### src/rtl/uart_rx_core.sv
// UART receiver: 16x oversampled, 5-8 data bits, optional parity; pushes one word a clk after the stop sample, no backpressure.
// Define UART_RX_MAJORITY_EN for 2-of-3 majority bit decisions (taken one pulse later).
module uart_rx_core (
  input  logic       clk,
  input  logic       rst,
  input  logic       baud_pulse,
  input  logic       rx,
  input  logic [1:0] wls,
  input  logic       parity_enable,
  input  logic       even_parity_select,
  input  logic       sticky_parity,
  output logic       push,
  output logic [7:0] dout,
  output logic       pe,
  output logic       fe,
  output logic       bi
);

  typedef enum logic [2:0] {IDLE, START, DATA, PARITY, STOP} state_t;

  state_t     state, state_nx;
  logic       rx_meta, rx_s;
  logic       bit_val;
  logic [3:0] cnt, cnt_nx;
  logic [2:0] bit_idx, bit_idx_nx;
  logic [7:0] data, data_nx;
  logic       par_acc, par_acc_nx;
  logic       zero_acc, zero_acc_nx;
  logic [1:0] frm_wls, frm_wls_nx;
  logic       frm_pen, frm_pen_nx;
  logic       frm_eps, frm_eps_nx;
  logic       frm_stk, frm_stk_nx;
  logic       frm_pe, frm_pe_nx;
  logic       armed, armed_nx;
  logic       push_nx, pe_nx, fe_nx, bi_nx;
  logic [7:0] dout_nx;

`ifdef UART_RX_MAJORITY_EN
  localparam logic [3:0] START_PT = 4'd8;
  logic [1:0] hist;

  // hist holds rx_s at the two previous baud pulses (S-1, S) when deciding at S+1
  always_ff @(posedge clk or posedge rst) begin
    if (rst)             hist <= 2'b11;
    else if (baud_pulse) hist <= {hist[0], rx_s};
  end

  assign bit_val = (hist[1] & hist[0]) | (hist[1] & rx_s) | (hist[0] & rx_s);
`else
  localparam logic [3:0] START_PT = 4'd7;
  assign bit_val = rx_s;
`endif

  always_ff @(posedge clk or posedge rst) begin
    if (rst) begin
      rx_meta <= 1'b1;
      rx_s    <= 1'b1;
    end else begin
      rx_meta <= rx;
      rx_s    <= rx_meta;
    end
  end

  always_ff @(posedge clk or posedge rst) begin
    if (rst) begin
      state    <= IDLE;
      cnt      <= '0;
      bit_idx  <= '0;
      data     <= '0;
      par_acc  <= 1'b0;
      zero_acc <= 1'b1;
      frm_wls  <= '0;
      frm_pen  <= 1'b0;
      frm_eps  <= 1'b0;
      frm_stk  <= 1'b0;
      frm_pe   <= 1'b0;
      armed    <= 1'b1;
      push     <= 1'b0;
      dout     <= '0;
      pe       <= 1'b0;
      fe       <= 1'b0;
      bi       <= 1'b0;
    end else begin
      state    <= state_nx;
      cnt      <= cnt_nx;
      bit_idx  <= bit_idx_nx;
      data     <= data_nx;
      par_acc  <= par_acc_nx;
      zero_acc <= zero_acc_nx;
      frm_wls  <= frm_wls_nx;
      frm_pen  <= frm_pen_nx;
      frm_eps  <= frm_eps_nx;
      frm_stk  <= frm_stk_nx;
      frm_pe   <= frm_pe_nx;
      armed    <= armed_nx;
      push     <= push_nx;
      dout     <= dout_nx;
      pe       <= pe_nx;
      fe       <= fe_nx;
      bi       <= bi_nx;
    end
  end

  always_comb begin
    state_nx    = state;
    cnt_nx      = cnt;
    bit_idx_nx  = bit_idx;
    data_nx     = data;
    par_acc_nx  = par_acc;
    zero_acc_nx = zero_acc;
    frm_wls_nx  = frm_wls;
    frm_pen_nx  = frm_pen;
    frm_eps_nx  = frm_eps;
    frm_stk_nx  = frm_stk;
    frm_pe_nx   = frm_pe;
    armed_nx    = armed;
    push_nx     = 1'b0;
    dout_nx     = dout;
    pe_nx       = pe;
    fe_nx       = fe;
    bi_nx       = bi;

    if (baud_pulse) begin
      case (state)
        IDLE: begin
          if (!armed) begin
            if (rx_s) armed_nx = 1'b1;
          end else if (!rx_s) begin
            state_nx = START;
            cnt_nx   = 4'd1;
          end
        end
        START: begin
          if (cnt == START_PT) begin
            if (bit_val) begin
              state_nx = IDLE;
            end else begin
              state_nx    = DATA;
              cnt_nx      = 4'd1;
              bit_idx_nx  = '0;
              data_nx     = '0;
              par_acc_nx  = 1'b0;
              zero_acc_nx = 1'b1;
              frm_pe_nx   = 1'b0;
              frm_wls_nx  = wls;
              frm_pen_nx  = parity_enable;
              frm_eps_nx  = even_parity_select;
              frm_stk_nx  = sticky_parity;
            end
          end else begin
            cnt_nx = cnt + 4'd1;
          end
        end
        // cnt restarts at 1 after each decision and wraps to 0 exactly 16 pulses later
        DATA: begin
          cnt_nx = cnt + 4'd1;
          if (cnt == 4'd0) begin
            data_nx[bit_idx] = bit_val;
            par_acc_nx       = par_acc ^ bit_val;
            zero_acc_nx      = zero_acc & ~bit_val;
            bit_idx_nx       = bit_idx + 3'd1;
            if (bit_idx == ({1'b0, frm_wls} + 3'd4))
              state_nx = frm_pen ? PARITY : STOP;
          end
        end
        PARITY: begin
          cnt_nx = cnt + 4'd1;
          if (cnt == 4'd0) begin
            case ({frm_stk, frm_eps})
              2'b00:   frm_pe_nx = ~(par_acc ^ bit_val);
              2'b01:   frm_pe_nx = par_acc ^ bit_val;
              2'b10:   frm_pe_nx = ~bit_val;
              default: frm_pe_nx = bit_val;
            endcase
            zero_acc_nx = zero_acc & ~bit_val;
            state_nx    = STOP;
          end
        end
        STOP: begin
          cnt_nx = cnt + 4'd1;
          if (cnt == 4'd0) begin
            push_nx  = 1'b1;
            dout_nx  = data;
            pe_nx    = frm_pe;
            fe_nx    = ~bit_val;
            bi_nx    = zero_acc & ~bit_val;
            armed_nx = bit_val;
            cnt_nx   = '0;
            state_nx = IDLE;
          end
        end
        default: state_nx = IDLE;
      endcase
    end
  end

endmodule

### config.mk
export PLATFORM = sky130hd
export DESIGN_NAME = uart_rx_core
export DESIGN_NICKNAME = d
export VERILOG_FILES = /design/src/rtl/uart_rx_core.sv
export SDC_FILE = /design/constraint.sdc
export NUM_CORES = 1
export LEC_CHECK = 0
export BUFFER_PORTS_ARGS = -buffer_cell sky130_fd_sc_hd__buf_2
export CAP_MARGIN = 20
export CELL_PAD_IN_SITES_DETAIL_PLACEMENT = 0
export CELL_PAD_IN_SITES_GLOBAL_PLACEMENT = 2
export CORE_AREA = 2 2 82 84
export CTS_CLUSTER_SIZE = 30
export DETAILED_ROUTE_END_ITERATION = 12
export DIE_AREA = 0 0 84 86
export GPL_ROUTABILITY_DRIVEN = 1
export MAX_ROUTING_LAYER = met4
export PLACE_DENSITY = 0.75
export SLEW_MARGIN = 20
export SYNTH_ARGS = -nofsm -noshare
export SYNTH_HDL_FRONTEND = slang
export SYNTH_SLANG_ARGS = --single-unit
### constraint.sdc
create_clock -name clk -period 3.2 [get_ports clk]
set_input_delay 0.16 -clock clk [delete_from_list [all_inputs] [get_ports clk]]
set_output_delay 0.16 -clock clk [all_outputs]
set_load 0.005 [all_outputs]
Yosys cells after proc, flatten, opt, wreduce, memory -nomap -nowiden
Cells that the tools add are included.
{ "word_totals": {"regBits": 41, "elab_cells": 107} }
{ "op_classes": {"add_sub_neg": 3, "n_lt_le_gt_ge": 2, "eq_ne": 17, "mux": 44, "bitwise_logic": 4, "reduce_logical": 18} }
{ "op_table": {"columns": ["op", "count"], "rows": [
  ["2-to-1 mux 3 bit", 11],
  ["2-to-1 mux 8 bit", 3],
  ["2-to-1 mux 4 bit", 4],
  ["inequality test 2 bit, second input constant", 8],
  ["one-hot mux 4 bit (4 select lines)", 1],
  ["one-hot mux 8 bit (2 select lines)", 1],
  ["one-hot mux 3 bit (5 select lines)", 1],
  ["AND reduction 5 bit", 3],
  ["2-to-1 mux 1 bit", 14],
  ["AND reduction 3 bit", 3],
  ["bitwise mux 8 bit", 1],
  ["one-hot mux 1 bit (2 select lines)", 4],
  ["AND reduction 8 bit", 1],
  ["nonzero test 2 bit", 4],
  ["equality test 3 x 2 -> 1 bit, second input constant", 2],
  ["one-hot mux 3 bit (2 select lines)", 1],
  ["adder 4 x 1 -> 4 bit, second input constant", 1],
  ["equality test 4 x 3 -> 1 bit, second input constant", 1],
  ["logical NOT 4 bit", 1],
  ["less-than comparator 3 x 4 -> 1 bit, second input constant", 1],
  ["AND reduction 4 bit", 1],
  ["nonzero test 4 bit", 1],
  ["adder 2 x 3 -> 3 bit, second input constant", 1],
  ["adder 3 x 1 -> 3 bit, second input constant", 1],
  ["17 further kinds", 18]
]} }

Logic depth before layout (Yosys ltp)
{ "logic_depth": {"ltp_word": 7, "mapped_depth": 8} }

Worst setup path after synthesis
Ideal clock, no wire load.
{ "synth_path": {"path_type": "register to register", "startpoint": "register cnt[0]", "endpoint": "register dout[4]", "setup_ns": 0.125, "arrival_time_ns": 1.900, "t_required_ns": 3.075, "slack_ns": 1.175, "stages_incl_launch_ff": 8, "synth_period_minus_slack_ns": 2.025, "path_cell_list": "dfrtp_1 inv_1 ha_1 or3b_4 or3_1 buf_6 buf_12 mux2_4"} }
{ "synth_via": {"elab_chain_len": 2} }
{ "synth_lines": {"columns": ["item", "line", "source"], "rows": [
  ["from (decl)", "24", "logic [3:0] cnt, cnt_nx;"],
  ["from (signal assigned)", "85", "cnt <= cnt_nx;"],
  ["logical NOT 4 bit", "181", "if (cnt == 4'd0) begin"],
  ["AND reduction 3 bit (no source line)", null, null],
  ["to (signal assigned)", "97", "dout <= dout_nx;"],
  ["to (decl)", "13", "output logic [7:0] dout,"]
]} }
No other way between the ends.
A chain may end at the register's enable or synchronous reset.

Final worst setup path
{ "layout_path": {"startpoint": "register cnt[0]", "endpoint": "register dout[6]"} }
The elaborated chain is that of the path after synthesis.

==> run_results.csv <==
group,metric,value,unit
synth,synth-edff-count,0,
synth,ys_warn_count,0,
synth,avgSynthCellArea,10.5,µm²
worst_setup_path,startpoint_type,"flop",
synth,synthesis.nets,216,
worst_setup_path,r2r_cells,5,
global_routing,gr-max-usage-layer,"met1",
synth,syn_inst,204,
cts,postCtsSetupRepairBufs,0,
die,die_w,84,µm
timing,setup_violations,0,
global_routing,grt_pass1_vias,1526,
cts,cts_buffers,5,
synth,synth_area,2150,µm²
power_and_ir_drop,leakage,0.00122,µW
timing,slew_headroom,0.585,
die,ios,21,
synth,synth.distinct_cells,47,
final_layout,syn2layout_area_growth,13.5,%
timing,max_clock_freq,450,MHz
global_routing,grt_use_met1,0.203,
global_routing,gr-usage-met2,0.201,
timing,period_needed,2.22,ns
synth,ys_top_cells_by_area,"dfrtp_1 (43%), mux2_2 (5.2%), dfstp_2 (4.9%), mux2i_1 (4.7%), nand2_1 (3.7%)",
die,fp-row-count,29,
timing,fin_crit_sh,0.694,
timing,hold_viol,37,
routing,drc,0,
cts,cts_tree,"done",
routing,drt_wl_total,4490,µm
die,die_area,7220,µm²
global_routing,grt_usage,0.145,
synth,yosysSeqAreaShare,0.480,
power_and_ir_drop,ir_worst_vdd,0.000382,V
global_routing,grt_pass1_wl,7870,µm
synth,async_reset_ff_frac,1.00,
outcome,violations,"hold timing",
synth,ys_seq_elements,41,
timing,clock-skew-final,0.00595,ns
timing,final.setup.tns,0,ns
worst_setup_path,r2r_slack,0.98,ns
worst_setup_path,worstSetupEndpointType,"flop",
final_layout,drive_gt1_frac,0.238,
global_routing,grt_use_met3,0.0414,
routing,dr.pass1.iters,4,
power_and_ir_drop,p_per_area,756,nW/µm²
routing,wire_per_inst,15.0,µm
routing,antenna_left,0,
timing,rsz0062_at_grt,"false",
worst_setup_path,critical_path_arrival,2.42,ns
die,die_h,86,µm
routing,num_vias,1548,
global_routing,grt_start_max_net_pins,42,
timing,tightest_slew,0.622,ns
die,initial_core_util,0.342,
cts,cts-root-buf,"clkbuf_8",
global_routing,overflow,0,
routing,drtIter0Drc,130,
run,cap_violations,0,
cts,clock_sink_count,41,
die,core-area,6280,µm²
cts,clk_latency,0.31,ns
worst_hold_path,hold_path.class,"input port to asynchronous set/reset pin",
timing,fin_hold_ws,-0.0277,ns
place,port_buffers,20,
cts,cts_buffer_depth,2,
cts,clkTransAtPathRegs,0.09,ns
synth,ys.flop_type,"dfrtp_1",
global_routing,antenna_found_initial,0,
worst_setup_path,required,3.40,ns
worst_setup_path,cp_max_fo,14,
routing,vias_per_cell,5.16,
place,place.gp.congestion,0.793,
cts,cts.htree.levels,2,
final_layout,fill_cells,629,
final_layout,final_nets,234,
synth,yosys.area.top_type_share,0.431,
synth,yosys.area.top_type,"dfrtp_1",
worst_setup_path,r2r_start,"cnt[0]$_DFFE_PP0P_",
outcome,status,"finished with violations",
timing,slew_viol_final,0,
final_layout,antennaDiodeCount,0,
worst_setup_path,crit_type,"flop to flop",
place,dp_hpwl,3050,µm
worst_setup_path,timing.rr.end,"dout[6]$_DFFE_PP0P_",
[cells in the final DEF (no fill, tap or decap), types with 4 or more instances in the layout]
cell type | netlist | layout
dfstp_2 | 4 | 4
dfrtp_1 | 37 | 37
nand2_1 | 21 | 21
mux2i_1 | 10 | 10
nand4b_1 | 4 | 4
nor2_1 | 11 | 11
nor2b_1 | 4 | 4
inv_1 | 7 | 7
buf_2 | 3 | 20
mux2_4 | 5 | 5
clkbuf_8 | 0 | 5
nand4_1 | 4 | 4
nand3_1 | 8 | 8
mux2_2 | 10 | 10
a21oi_1 | 9 | 9
o21ai_0 | 12 | 12
[how the worst max path moves through the flow]
stage / cells past startpoint / start / slack [ns] / end
5_1_grt: 4 / state[0]$_DFFE_PP0P_ / 0.86 / data[5]$_DFFE_PP0P_
3_3_place_gp: 5 / cnt[0]$_DFFE_PP0P_ / 1.00 / dout[6]$_DFFE_PP0P_
3_5_place_dp: 5 / cnt[0]$_DFFE_PP0P_ / 0.97 / dout[7]$_DFFE_PP0P_
6_report: 5 / cnt[0]$_DFFE_PP0P_ / 0.98 / dout[6]$_DFFE_PP0P_
2_1_floorplan: 7 / cnt[0]$_DFFE_PP0P_ / 1.18 / dout[4]$_DFFE_PP0P_
4_1_cts: 5 / cnt[0]$_DFFE_PP0P_ / 0.95 / pe$_DFFE_PP0P_
[per-layer routing]
metal / wire (µm) / share of wire
met1: 2330 / 0.52
met2: 1890 / 0.42
met3: 192 / 0.043
met4: 69 / 0.015
met5: 0 / 0
[through the flow]
step,total power [µW],instances,util,cell area (µm²),worst slack [ns]
floorplan,1180,204,-,2150,1.18
global placement,1350,291,0.365,2290,1.00
detailed placement,1340,291,0.365,2290,0.971
CTS,1860,300,0.389,2440,0.952
global route,1980,300,0.389,2440,0.860
finish,1840,300,0.389,2440,0.980
[synth_stat cells, types with 3 or more instances]
cell type	n
nand4b_1	4
or3_1	3
nor2_1	11
nand3_1	8
inv_1	7
xor2_1	3
mux2_4	5
mux2_2	10
mux2i_1	10
clkbuf_1	8
nand4_1	4
nor2b_1	4
ha_1	3
nand2_1	21
nand2b_1	3
buf_2	3
o21ai_0	12
dfstp_2	4
a21oi_1	9
dfrtp_1	37
[area by class of cell]
type                            instances  area [µm²]  share of cell area
Clock inverter                          3        68.8              0.0282
Clock buffer                            5        68.8              0.0282
Inverter                                8        30.0              0.0123
Multi-Input combinational cell        142        1010               0.415
Tap cell                               77        96.3              0.0395
Sequential cell                        41        1030               0.423
Timing Repair Buffer                   24         133              0.0544
[where the power goes]
group | leakage [µW] | internal (µW) | switching, µW
sequential | 0.000540 | 622 | 145
clock | 0.0000687 | 314 | 203
combinational | 0.000608 | 257 | 302
[worst max-delay path: stages (launching register included)]
cell and delay (ns):
dfrtp_1 0.42, inv_1 0.09, ha_1 0.17, or3b_4 0.41
or3_1 0.64, mux2_4 0.39
[timing repair]
action                                 CTS  global route
endpoints found under the hold margin    1             0
hold buffers                             1             0
resized for setup                        0             0
[registers in the layout (all words and copies together) (netlist names)]
register	cells
cnt	4
frm_pen	1
bi	1
bit_val	1
frm_wls	2
zero_acc	1
state	3
fe	1
bit_idx	3
frm_eps	1
pe	1
dout	8
frm_pe	1
frm_stk	1
push	1
par_acc	1
armed	1
rx_meta	1
data	8
[logic make-up after synthesis]
family / share of synthesized area
buf+inv: 0.0495
fa+ha+maj: 0.0175
flops: 0.480
xor+xnor: 0.0163
simple gates: 0.180
mux: 0.134
compound gates: 0.123
Note: power is estimated with default switching activity, not from simulation.
